## config.mk

```make
export PLATFORM = sky130hd
export DESIGN_NAME = istate_ctrl
export DESIGN_NICKNAME = d
export VERILOG_FILES = /design/src/rtl/istate_ctrl_pkg.sv /design/src/rtl/istate_ctrl.sv
export SDC_FILE = /design/constraint.sdc
export NUM_CORES = 1
export LEC_CHECK = 0
export CAP_MARGIN = 30
export CORE_AREA = 2 2 191 137
export CTS_CLUSTER_SIZE = 24
export DETAILED_ROUTE_END_ITERATION = 7
export DIE_AREA = 0 0 193 139
export PLACE_DENSITY_LB_ADDON = 0.1
export SYNTH_ARGS = -nofsm -noshare
export SYNTH_HDL_FRONTEND = slang
export SYNTH_SLANG_ARGS = --single-unit
```

## constraint.sdc

```tcl
create_clock -name clk -period 3.9 [get_ports clk]
set_input_delay 0.585 -clock clk [delete_from_list [all_inputs] [get_ports clk]]
set_output_delay 0.585 -clock clk [all_outputs]
set_load 0.05 [all_outputs]
```

## src/rtl/istate_ctrl_pkg.sv

```systemverilog
// Shared encodings and the access-permission rule for the internal-state controller.
package istate_ctrl_pkg;

  localparam int ADDR_W      = 6;
  localparam int NUM_IS_REGS = 4;
  localparam int PL_W        = 4;
  localparam logic [PL_W-1:0]   PL_KERNEL   = '0;
  localparam logic [ADDR_W-1:0] IS_ADDR_LIM = ADDR_W'(NUM_IS_REGS);

  typedef enum logic [1:0] {
    OP_READ  = 2'b00,
    OP_WRITE = 2'b01,
    OP_SETPL = 2'b10,
    OP_RSVD  = 2'b11
  } op_e;

  typedef enum logic [1:0] {
    ST_IDLE = 2'b00,
    ST_EXEC = 2'b01,
    ST_RESP = 2'b10
  } state_e;

  // Returns 1 when the request may proceed; 0 means it is rejected with a fault.
  // SETPL from a non-kernel level may only demote (raise the PL number).
  function automatic logic op_permitted(input op_e               op,
                                        input logic [ADDR_W-1:0] addr,
                                        input logic [PL_W-1:0]   new_pl,
                                        input logic [PL_W-1:0]   cur_pl);
    logic ok;
    ok = 1'b0;
    case (op)
      OP_READ:  ok = (addr < IS_ADDR_LIM);
      OP_WRITE: ok = (addr < IS_ADDR_LIM) && (cur_pl == PL_KERNEL);
      OP_SETPL: ok = (cur_pl == PL_KERNEL) || (new_pl >= cur_pl);
      default:  ok = 1'b0;
    endcase
    return ok;
  endfunction

endpackage

```

## src/rtl/istate_ctrl.sv

```systemverilog
// Privilege-checked access controller for the internal-state register file:
// accepts one request, classifies it for one cycle, then holds a response.
module istate_ctrl
  import istate_ctrl_pkg::*;
#(
  parameter int DATA_W = 64
) (
  input  logic              clk,
  input  logic              rst_n,
  input  logic              req_valid,
  output logic              req_ready,
  input  logic [1:0]        req_op,
  input  logic [5:0]        req_addr,
  input  logic [DATA_W-1:0] req_data,
  output logic              rsp_valid,
  input  logic              rsp_ready,
  output logic [DATA_W-1:0] rsp_data,
  output logic              rsp_fault,
  output logic              is_wr_en,
  output logic [5:0]        is_wr_addr,
  output logic [DATA_W-1:0] is_wr_data,
  output logic [5:0]        is_rd_addr,
  input  logic [DATA_W-1:0] is_rd_data,
  output logic              is_pl_en,
  output logic [3:0]        is_pl_data,
  input  logic [3:0]        is_pl_in,
  output logic [7:0]        fault_cnt
);

  state_e              state_q;
  op_e                 op_q;
  logic [5:0]          addr_q;
  logic [DATA_W-1:0]   data_q;
  logic                rsp_valid_q;
  logic                rsp_fault_q;
  logic [DATA_W-1:0]   rsp_data_q;
  logic [7:0]          fault_cnt_q;
  logic [7:0]          fault_cnt_d;

  logic                in_exec;
  logic                permit;
  logic                wr_go;
  logic                pl_go;
  logic                rd_go;
  logic [DATA_W-1:0]   rd_result;

  // Strobes are decoded from the EXEC state so a reset drops them immediately.
  assign in_exec   = (state_q == ST_EXEC);
  assign permit    = op_permitted(op_q, addr_q, data_q[PL_W-1:0], is_pl_in);
  assign rd_go     = in_exec && permit && (op_q == OP_READ);
  assign wr_go     = in_exec && permit && (op_q == OP_WRITE) && (addr_q != '0);
  assign pl_go     = in_exec && permit && (op_q == OP_SETPL);
  assign rd_result = (rd_go && (addr_q != '0)) ? is_rd_data : '0;

  assign fault_cnt_d = (fault_cnt_q == 8'hFF) ? fault_cnt_q : fault_cnt_q + 8'd1;

  assign req_ready  = (state_q == ST_IDLE);
  assign rsp_valid  = rsp_valid_q;
  assign rsp_fault  = rsp_fault_q;
  assign rsp_data   = rsp_data_q;
  assign fault_cnt  = fault_cnt_q;

  assign is_wr_en   = wr_go;
  assign is_wr_addr = wr_go ? addr_q : '0;
  assign is_wr_data = wr_go ? data_q : '0;
  assign is_pl_en   = pl_go;
  assign is_pl_data = pl_go ? data_q[PL_W-1:0] : '0;
  assign is_rd_addr = rd_go ? addr_q : '0;

  always_ff @(posedge clk or negedge rst_n) begin
    if (!rst_n) begin
      state_q     <= ST_IDLE;
      op_q        <= OP_READ;
      addr_q      <= '0;
      data_q      <= '0;
      rsp_valid_q <= 1'b0;
      rsp_fault_q <= 1'b0;
      rsp_data_q  <= '0;
      fault_cnt_q <= '0;
    end else begin
      case (state_q)
        ST_IDLE: begin
          if (req_valid) begin
            op_q    <= op_e'(req_op);
            addr_q  <= req_addr;
            data_q  <= req_data;
            state_q <= ST_EXEC;
          end
        end
        ST_EXEC: begin
          rsp_valid_q <= 1'b1;
          rsp_fault_q <= !permit;
          rsp_data_q  <= rd_result;
          if (!permit) begin
            fault_cnt_q <= fault_cnt_d;
          end
          state_q <= ST_RESP;
        end
        ST_RESP: begin
          if (rsp_ready) begin
            rsp_valid_q <= 1'b0;
            rsp_fault_q <= 1'b0;
            rsp_data_q  <= '0;
            state_q     <= ST_IDLE;
          end
        end
        default: state_q <= ST_IDLE;
      endcase
    end
  end

endmodule
```

# After elaboration in Yosys (flattened, before gate mapping)
# Cells that the tools add are included.
# op_classes
add_sub_neg	1
order_cmp	2
n_eq_ne	7
mux	14
n_bitwise	2
n_reduce_logical	18
# ops
operator	n
64-bit 2-to-1 mux	3
64-bit one-hot mux with 2 select lines	1
6-bit 2-to-1 mux	2
8-bit by 1-bit adder with 8-bit output, second input constant	1
8-bit equality test, second input constant	1
1-bit logical AND	7
6-bit by 3-bit < comparator with 1-bit output, second input constant	1
2-bit one-hot mux with 3 select lines	1
2-bit AND reduction	3
6-bit nonzero test	1
2-bit by 1-bit equality test with 1-bit output, second input constant	2
2-bit equality test, second input constant	2
4-bit >= comparator	1
2-bit logical NOT	2
4-bit logical NOT	1
2-bit 2-to-1 mux	2
4-bit 2-to-1 mux	1
2-bit inequality test, second input constant	2
1-bit one-hot mux with 2 select lines	2
1-bit one-hot mux with 3 select lines	1
3-bit AND reduction	1
1-bit NOT	2
2-bit nonzero test	1
1-bit logical NOT	1
2 further kinds	2
# totals
register_bits	148
input_bits	144
wordCells	52

# Longest topological paths before layout
# Gate-level depths: netlist of run 1.
# logic_depth
word_depth	8
depth_mapped	9
ltp_nobuf	8

# Worst setup path before layout of run 1
# Ideal clock, no wire load.
# synth_timing
kind	input -> output
startpoint	input port is_pl_in[3]
endpoint	output port is_wr_data[0]
arrival_time_ns	2.660
required_ns	3.315
setup_slack_ns	0.655
stages	5
path_cell_list	or4_4 o21a_1 a21oi_4 nand2_4 nor3_1
# synth_via
elab_chain_cells	7
word_cells_on_any_way	9
# synth_rtl
element	line	source
from (decl)	istate_ctrl.sv:26	input logic [3:0] is_pl_in,
4-bit >= comparator / 4-bit logical NOT (equally long branches)	istate_ctrl_pkg.sv:34, istate_ctrl_pkg.sv:33	
1-bit logical OR / 1-bit logical AND (equally long branches)	istate_ctrl_pkg.sv:34, istate_ctrl_pkg.sv:33	
1-bit one-hot mux with 3 select lines *	istate_ctrl_pkg.sv:31	case (op)
1-bit logical AND * (3 in a row)	istate_ctrl.sv:51	assign wr_go = in_exec && permit && (op_q == OP_WRITE) && (addr_q != '0);
64-bit 2-to-1 mux *	istate_ctrl.sv:65	assign is_wr_data = wr_go ? data_q : '0;
to (decl)	istate_ctrl.sv:21	output logic [DATA_W-1:0] is_wr_data,
# Every way passes the cells marked *; elsewhere a longest branch is shown, timed or not.

# Worst setup path after layout of run 1
# layout_timing
startpoint	input port is_pl_in[3]
endpoint	output port is_pl_data[1]
# layout_via
elab_chain_cells	6
word_cells_on_any_way	8
# layout_rtl
element	line	source
4-bit >= comparator / 4-bit logical NOT (equally long branches)	istate_ctrl_pkg.sv:34, istate_ctrl_pkg.sv:33	
1-bit logical OR / 1-bit logical AND (equally long branches)	istate_ctrl_pkg.sv:34, istate_ctrl_pkg.sv:33	
1-bit one-hot mux with 3 select lines *	istate_ctrl_pkg.sv:31	
1-bit logical AND * (2 in a row)	istate_ctrl.sv:52	assign pl_go = in_exec && permit && (op_q == OP_SETPL);
4-bit 2-to-1 mux *	istate_ctrl.sv:67	assign is_pl_data = pl_go ? data_q[PL_W-1:0] : '0;
to (decl)	istate_ctrl.sv:25	output logic [3:0] is_pl_data,
# Marks and branches as above.

==> results of run 1 <==
## flip-flops by register name (all words and copies together) (netlist names)
register	count
data_q	64
rsp_fault	1
fault_cnt	8
rsp_data	64
rsp_valid	1
state_q	2
addr_q	6
op_q	2
## final cells by class
type                    instances  area [µm²]
clock buffers                  18         429
well taps                     331         414
repair buffers                300        3700
inverters                       9        33.8
fillers                      2353       14400
flip-flops and latches        148        3700
multi-input cells             273        2260
clock inverters                14         164
## per-stage QoR
| step | total power [W] | instances |
|---|---|---|
| after floorplan | 0.00347 | 467 |
| after CTS | 0.00598 | 1093 |
| after global routing | 0.00623 | 1093 |
| after detailed placement | 0.00426 | 1061 |
| final | 0.00588 | 1093 |
| after global placement | 0.00421 | 1061 |
## cell usage after synthesis, types with 3 or more instances
cell and count:
a21oi_1 3, a22o_1 64, and2_1 66, buf_1 6
buf_2 6, buf_4 11, clkbuf_1 9, clkbuf_2 5
dfrtp_1 148, ha_1 5, inv_1 9, mux2_2 68
nand2_1 10, nand4_1 3, nor2_2 4, nor3_1 4
o21ai_0 6, or4_4 3, xnor2_1 5
## cell families after synthesis
family                   after synthesis  share of synthesized area [%]
XOR/XNOR                               6                          0.855
AO/OA/AOI/OAI                         82                           11.3
other                                  1                         0.0610
AND/OR/NAND/NOR                      104                           10.4
multiplexers                          68                           12.5
adder cells (fa/ha/maj)                5                           1.02
flip-flops                           148                           60.2
buffers and inverters                 46                           3.70
## layer usage
layer / vias up / part of all wire (%) / global-route usage [%]
met5: - / 0 / 0
met4: 0 / 1.3 / 3.91
met3: 15 / 11 / 6.83
met2: 200 / 42 / 20.4
met1: 2274 / 46 / 19.5
li1: 2189 / - / -
## worst min-delay path by stage
stage	from	end	slack (ns)	cells after the start
finish	rst_n	data_q[30]	0.13	1
global route	rst_n	data_q[30]	0.16	1
floorplan	rst_n	addr_q[0]	0.29	0
detailed placement	rsp_valid	rsp_valid	0.47	2
CTS	rst_n	data_q[30]	0.15	1
global placement	rsp_valid	rsp_valid	0.47	2
## power groups by stage
stage	Clock (W)	Sequential, W	Combinational [W]
finish	0.00168	0.00226	0.00194
global route	0.00181	0.00233	0.00210
CTS	0.00174	0.00226	0.00198
detailed placement	0	0.00229	0.00198
global placement	0	0.00228	0.00193
floorplan	0	0.00245	0.00101
==> results.yml, run 1 <==
outcome:
  status: "finished clean"
worst_hold_path:
  hp-class: "primary input to asynchronous set/reset pin"
floorplan:
  die_x_um: 193
  dieArea_um2: 26800
  initial_utilization_pct: 24.5
  rows: 49
  die_h_um: 139
  io_pins: 301
  coreArea_um2: 25100
clock_network:
  cts_tree: "done"
  clkLatencyLatePin_ns: 0.42
  cts_root_buf: "clkbuf_16"
  htree_levels: 4
  cts.clk_slew.worst_paths_ns: 0.07
  post_cts_buffers: 0
  holdBufCountCts: 0
  clockBufferDepth: 2
  cts_buffers: 17
  cts_resized: 0
  cts.sinks: 148
final_layout:
  fin_area_um2: 10700
  nets: 898
  final_common_cell: "clkdlybuf4s50_1"
  fin_util_pct: 42.6
  drive_above_1_share_pct: 25.7
  syn_to_final_growth_pct: 74.1
  final_cell_mix: "clkdlybuf4s50_1, dfrtp_1, buf_12"
  antenna_cells: 0
timing:
  max_slew.worst_pin.slew_ns: 0.882
  fmax_mhz: 291
  rsz0062_at_grt: "no"
  fin_ws_ns: 0.460
  slew_violations: 0
  slew_headroom_pct: 41.2
  whs_ns: 0.129
  hold_viol: 0
  setup_tns_ns: 0
  skew_ns: 0.0142
  min_period_ns: 3.44
  finalSetupViolCount: 0
  min_period_over_period_pct: 88.2
worst_setup_path:
  r2r-start: "addr_q[5]"
  crit_buf_inv: 2
  cp-startpoint: "is_pl_in[3]"
  start_kind: "primary input"
  cpPeakStageDelay_ns: 0.54
  path_delay_family: "simple AND/OR/NAND/NOR gates"
  worstPathArrival_ns: 2.85
  endpoint: "is_pl_data[1]"
  worst-endpoint-required_ns: 3.31
  r2r-end: "rsp_data[25]"
  worst-path-stages: 8
  rr_worst_depth: 5
  crit_path_frequent_cell: "or4_4"
  path_cells: "clkdlybuf4s50_1 > or4_4 > o21a_1 > a21oi_4 > nand2_4 > or4_4 > nor2_2 > buf_12"
  end_kind: "output port"
  criticalPathCategory: "primary input to output port"
  cp_max_fo: 9
  r2r_slack_ns: 1.20
  slowest_stage: "or4_4"
logic_synthesis:
  synth_area_um2: 6150
  yosys.cell_types.count: 38
  synthArstFlopShare_pct: 100
  synth_edf_count: 0
  ys_warn_count: 0
  synth-main-ff-cell: "dfrtp_1"
  synth-seq-cells: 148
  ys_seq_area_share_pct: 60.2
  avgSynthCellArea_um2: 13.4
  netlist_instances: 460
  synth_top_area_share_pct: 60.2
  synth.largest_area_cell: "dfrtp_1"
  synth_area_leaders: "dfrtp_1, mux2_2, a22o_1, and2_1, buf_4"
grt:
  grt_usage_pct: 14.4
  antenna_found_initial: 0
  grt_pass1_wl_um: 29500
  grt_max_degree: 67
  grt_pass1_vias: 5032
  grt_overflow: 0
route:
  wirelength_um: 19000
  vias: 4678
  avgViaCountPerCell: 4.28
  dr.pass1.iters: 5
  drcViolationCount: 0
  first_iter_violations: 177
  ant_nets: 0
  wl_per_cell_um: 17.4
power_and_ir_drop:
  cellLeakagePower_nw: 4.53
  power.switching_w: 0.00202
  powerDensity_nw_per_um2: 549
  swShare_pct: 34.3
  max-vdd-ir-drop_mv: 0.298
  clock_power_share_pct: 28.6
  intPower_w: 0.00386
  comb_power_share_pct: 33.1
  pwr-share-seq_pct: 38.4
placed_design:
  io_buffer_count: 292
  place_ws_ns: 0.459
  place_area_um2: 10100
  gp_congestion: 0.823
  dp_hpwl_um: 13900
run:
  drv_cap: 0
No activity file was read; power rests on OpenSTA's default activity.
==> run 2: changes to the inputs <==
Settings changed: CORE_AREA 2 2 191 137 to 2 2 145 104, DIE_AREA 0 0 193 139 to 0 0 147 106.
==> run 2 against run 1 <==
Compared with the run above: worst hold slack better by 0.35 ns; largest power group unchanged; total power rose by 3.1%; design area down 0.79%; die area decreased by 42%; largest cell class unchanged.
==> results.yml, run 2 (synthesized netlist as in run 1, its figures left out) <==
grt:
  grt_pass1_vias: 5067
  grt_usage_pct: 23.2
  grt_overflow: 0
  antenna_found_initial: 0
  grt_max_degree: 112
  grt_pass1_wl_um: 27800
clock_network:
  cts.sinks: 148
  holdBufCountCts: 0
  cts_buffers: 17
  cts_tree: "done"
  cts_root_buf: "clkbuf_16"
  post_cts_buffers: 0
  htree_levels: 4
  cts.clk_slew.worst_paths_ns: 0.06
  clockBufferDepth: 2
  cts_resized: 0
  clkLatencyLatePin_ns: 0.42
worst_hold_path:
  hp-class: "flop to flop"
placed_design:
  gp_congestion: 0.820
  io_buffer_count: 292
  dp_hpwl_um: 12700
timing:
  rsz0062_at_grt: "no"
  slew_violations: 0
  max_slew.worst_pin.slew_ns: 0.708
  slew_headroom_pct: 52.8
  fmax_mhz: 285
  finalSetupViolCount: 0
  hold_viol: 0
  setup_tns_ns: 0
  skew_ns: 0.0104
  min_period_ns: 3.51
  min_period_over_period_pct: 89.9
power_and_ir_drop:
  powerDensity_nw_per_um2: 570
  cellLeakagePower_nw: 4.57
  max-vdd-ir-drop_mv: 0.348
  power.total_w: 0.00606
floorplan:
  io_pins: 301
  dieArea_um2: 15600
  rows: 37
  die_x_um: 147
  coreArea_um2: 14400
  die_h_um: 106
  initial_utilization_pct: 42.9
route:
  vias: 4754
  wl_met2_um: 8950
  ant_nets: 0
  drcViolationCount: 0
  dr.pass1.iters: 4
  highest_layer: "met4"
  wl_met3_um: 1470
  wl_per_cell_um: 18.7
  wl_met1_um: 7130
  first_iter_violations: 216
  wirelength_um: 17900
  avgViaCountPerCell: 4.96
outcome:
  status: "finished clean"
final_layout:
  nets: 899
  fin_util_pct: 74.0
  syn_to_final_growth_pct: 72.8
  fillCellCount: 930
  final_cell_mix: "clkdlybuf4s50_1, dfrtp_1, mux2_2, buf_12, and2_1"
  final_common_cell: "clkdlybuf4s50_1"
  drive_above_1_share_pct: 25.8
  antenna_cells: 0
worst_setup_path:
  worstPathArrival_ns: 2.92
  cp_max_fo: 43
  criticalPathCategory: "primary input to output port"
  start_kind: "primary input"
  end_kind: "output port"
  worst-endpoint-required_ns: 3.31
run:
  drv_cap: 0
## run 2: cell type report
type | count | area (µm²) | share of cell area [%]
timing repair buffer | 301 | 3700 | 34.9
sequential | 148 | 3700 | 34.9
multi-input combinational | 273 | 2260 | 21.3
clock buffer | 17 | 425 | 4.00
clock inverter | 15 | 253 | 2.38
tap | 195 | 244 | 2.30
inverter | 9 | 33.8 | 0.318
## run 2: critical path, cell delays in order
cell             delay, ns
clkdlybuf4s50_1       0.42
or4_4                 0.54
o21a_1                0.21
a21oi_4               0.15
nand2_4               0.11
nor2_4                0.13
buf_4                 0.33
and2_1                0.25
buf_12                0.15
## run 2: worst paths after layout
kind / from / end / slack [ns] / depth (start not counted)
worst max register to register: addr_q[5] / rsp_data[45] / 1.52 / 5
max in group asynchronous: rst_n / rsp_data[5] / 2.33 / 4
worst min register to register: rsp_valid / rsp_valid / 0.48 / 2
worst min-delay path: rsp_valid / rsp_valid / 0.48 / 2
min in group asynchronous: rst_n / data_q[9] / 0.56 / 2
worst max-delay path: is_pl_in[3] / is_wr_data[28] / 0.39 / 9
## run 2: metrics by stage
stage / setup slack, ns / hold slack (ns) / cell area [µm²] / std cells
6_report: 0.392 / 0.476 / 10600 / 958
3_3_place_gp: 0.441 / 0.463 / 9880 / 923
4_1_cts: 0.374 / 0.352 / 10600 / 955
5_1_grt: 0.258 / 0.511 / 10600 / 958
3_5_place_dp: 0.388 / 0.468 / 9880 / 923
2_1_floorplan: 0.655 / 0.289 / 6180 / 467
## run 2: where the power goes
part / leakage [nW] / internal [W] / switching [W] / total, W
combinational: 2.36 / 0.000888 / 0.00103 / 0.00192
sequential: 1.89 / 0.00200 / 0.000265 / 0.00226
clock: 0.324 / 0.00121 / 0.000669 / 0.00188
total: 4.57 / 0.00409 / 0.00196 / 0.00606
## run 2: layer usage
metal / GRT usage [%] / vias up
met5: 0 / -
met4: 8.52 / 0
met3: 8.76 / 26
met2: 38.6 / 183
met1: 27.7 / 2356
li1: - / 2189
==> run 3: changes to the inputs <==
Settings changed: RECOVER_POWER from default to 25.
==> run 3 against run 2 <==
Compared with the run above: global-route usage stayed put; highest routed layer unchanged; largest power group unchanged; setup slack is essentially flat; via count grew 0.15%; count of clock-buffer cells in the layout did not move; utilization shrank 0.39 points; combinational power barely moved; fmax about the same; first-iteration DRC count grew 0.46%; total power hardly changed; die area unchanged; the flow now finishes with violations (max-capacitance violations, max-slew violations); non-clock buffer count did not move.
==> results.yml, run 3 (synthesized netlist as in run 1, its figures left out) <==
worst_setup_path:
  worst-endpoint-required_ns: 3.31
  criticalPathCategory: "primary input to output port"
  cp_max_fo: 43
  end_kind: "output port"
  worstPathArrival_ns: 2.92
  start_kind: "primary input"
floorplan:
  coreArea_um2: 14400
  initial_utilization_pct: 42.9
  die_x_um: 147
  dieArea_um2: 15600
  die_h_um: 106
  rows: 37
  io_pins: 301
outcome:
  status: "finished with violations"
  failed_checks: "max-capacitance violations, max-slew violations"
clock_network:
  cts_root_buf: "clkbuf_16"
  cts_tree: "done"
  cts.clk_slew.worst_paths_ns: 0.06
  clockBufferDepth: 2
  cts_buffers: 17
  cts.sinks: 148
  htree_levels: 4
  clkLatencyLatePin_ns: 0.42
  cts_resized: 0
run:
  drv_cap: 1
power_and_ir_drop:
  cellLeakagePower_nw: 4.54
  max-vdd-ir-drop_mv: 0.349
  powerDensity_nw_per_um2: 573
timing:
  setup_tns_ns: 0
  min_period_over_period_pct: 90.0
  rsz0062_at_grt: "no"
  fmax_mhz: 285
  hold_viol: 0
  min_period_ns: 3.51
  slew_violations: 78
  whs_ns: 0.476
  slew_headroom_pct: -26.7
  skew_ns: 0.0104
  max_slew.worst_pin.slew_ns: 1.90
  finalSetupViolCount: 0
final_layout:
  final_common_cell: "clkdlybuf4s50_1"
  fillCellCount: 939
  drive_above_1_share_pct: 25.4
  multiInputGateArea_um2: 2260
  antenna_cells: 0
  nets: 899
  final_cell_mix: "clkdlybuf4s50_1, dfrtp_1, mux2_2, buf_12, and2_1"
  syn_to_final_growth_pct: 71.8
  regArea_um2: 3700
grt:
  grt_max_degree: 112
  antenna_found_initial: 0
  grt_overflow: 0
  grt_usage_pct: 23.2
  grt_pass1_vias: 5067
  grt_pass1_wl_um: 27800
route:
  dr.pass1.iters: 4
  first_iter_violations: 217
  wl_per_cell_um: 18.8
  avgViaCountPerCell: 4.97
  ant_nets: 0
  drcViolationCount: 0
  wirelength_um: 18000
  vias: 4761
placed_design:
  dp_hpwl_um: 12700
  gp_congestion: 0.820
  io_buffer_count: 292
worst_hold_path:
  hp-class: "flop to flop"
## run 3: changes by cell type in the layout (fill, tap and decap cells not counted)
cell	delta
clkbuf_4	+1
and2_4	-1
buf_4	-1
clkbuf_1	+2
clkbuf_2	+1
and2_0	+1
buf_6	-1
buf_16	-2
## run 3: path summary, 6_finish.rpt
| path | from | endpoint | slack, ns | depth (start not counted) |
|---|---|---|---|---|
| max | is_pl_in[3] | is_wr_data[34] | 0.39 | 9 |
| min | rsp_valid | rsp_valid | 0.48 | 2 |
| max reg2reg | state_q[1] | op_q[0] | 1.01 | 4 |
| min reg2reg | rsp_valid | rsp_valid | 0.48 | 2 |
| max in group asynchronous | rst_n | rsp_data[5] | 1.08 | 4 |
| min in group asynchronous | rst_n | rsp_data[59] | 0.79 | 2 |
## run 3: per-layer routing
layer  vias to the layer above  track usage (%)  routed length, µm  part of all wire [%]
li1                       2189                -                  -                     -
met1                      2359             27.7               7100                    39
met2                       187             38.6               9010                    50
met3                        26             8.76               1500                   8.4
met4                         0             8.52                360                   2.0
met5                         -                0                  0                     0
## run 3: per-stage QoR
step	instances	utilization, %	area [µm²]	worst slack, ns	power [W]
after global placement	923	68.8	9880	0.441	0.00412
after global routing	958	73.6	10600	0.258	0.00635
after CTS	955	73.6	10600	0.374	0.00609
after floorplan	467	-	6180	0.655	0.00347
after detailed placement	923	68.8	9880	0.388	0.00420
final	958	73.6	10600	0.392	0.00606
## run 3: final cells by class
class                      instances  area share [%]
clock inverter                    15            2.39
inverter                           9           0.320
clock buffer                      17            4.03
multi-input combinational        273            21.4
timing repair buffer             301            34.5
sequential                       148            35.0
tap                              195            2.31
## run 3: power breakdown
part           total (W)  switching (W)  internal (W)
registers        0.00227       0.000266       0.00200
clock network    0.00188       0.000669       0.00121
logic            0.00191        0.00103      0.000887
total            0.00606        0.00196       0.00409
## run 3: what timing repair did
action                     in CTS  in global routing
hold endpoints to repair        0                 14
buffers inserted                0                  0
setup endpoints to repair       0                  0
hold buffers                    0                  1
## run 3: worst max-delay path: stages
cell and delay (ns):
clkdlybuf4s50_1 0.42, or4_4 0.54, o21a_1 0.21, a21oi_4 0.16, nand2_4 0.11, nor2_4 0.13, buf_4 0.33, and2_1 0.25
buf_12 0.15
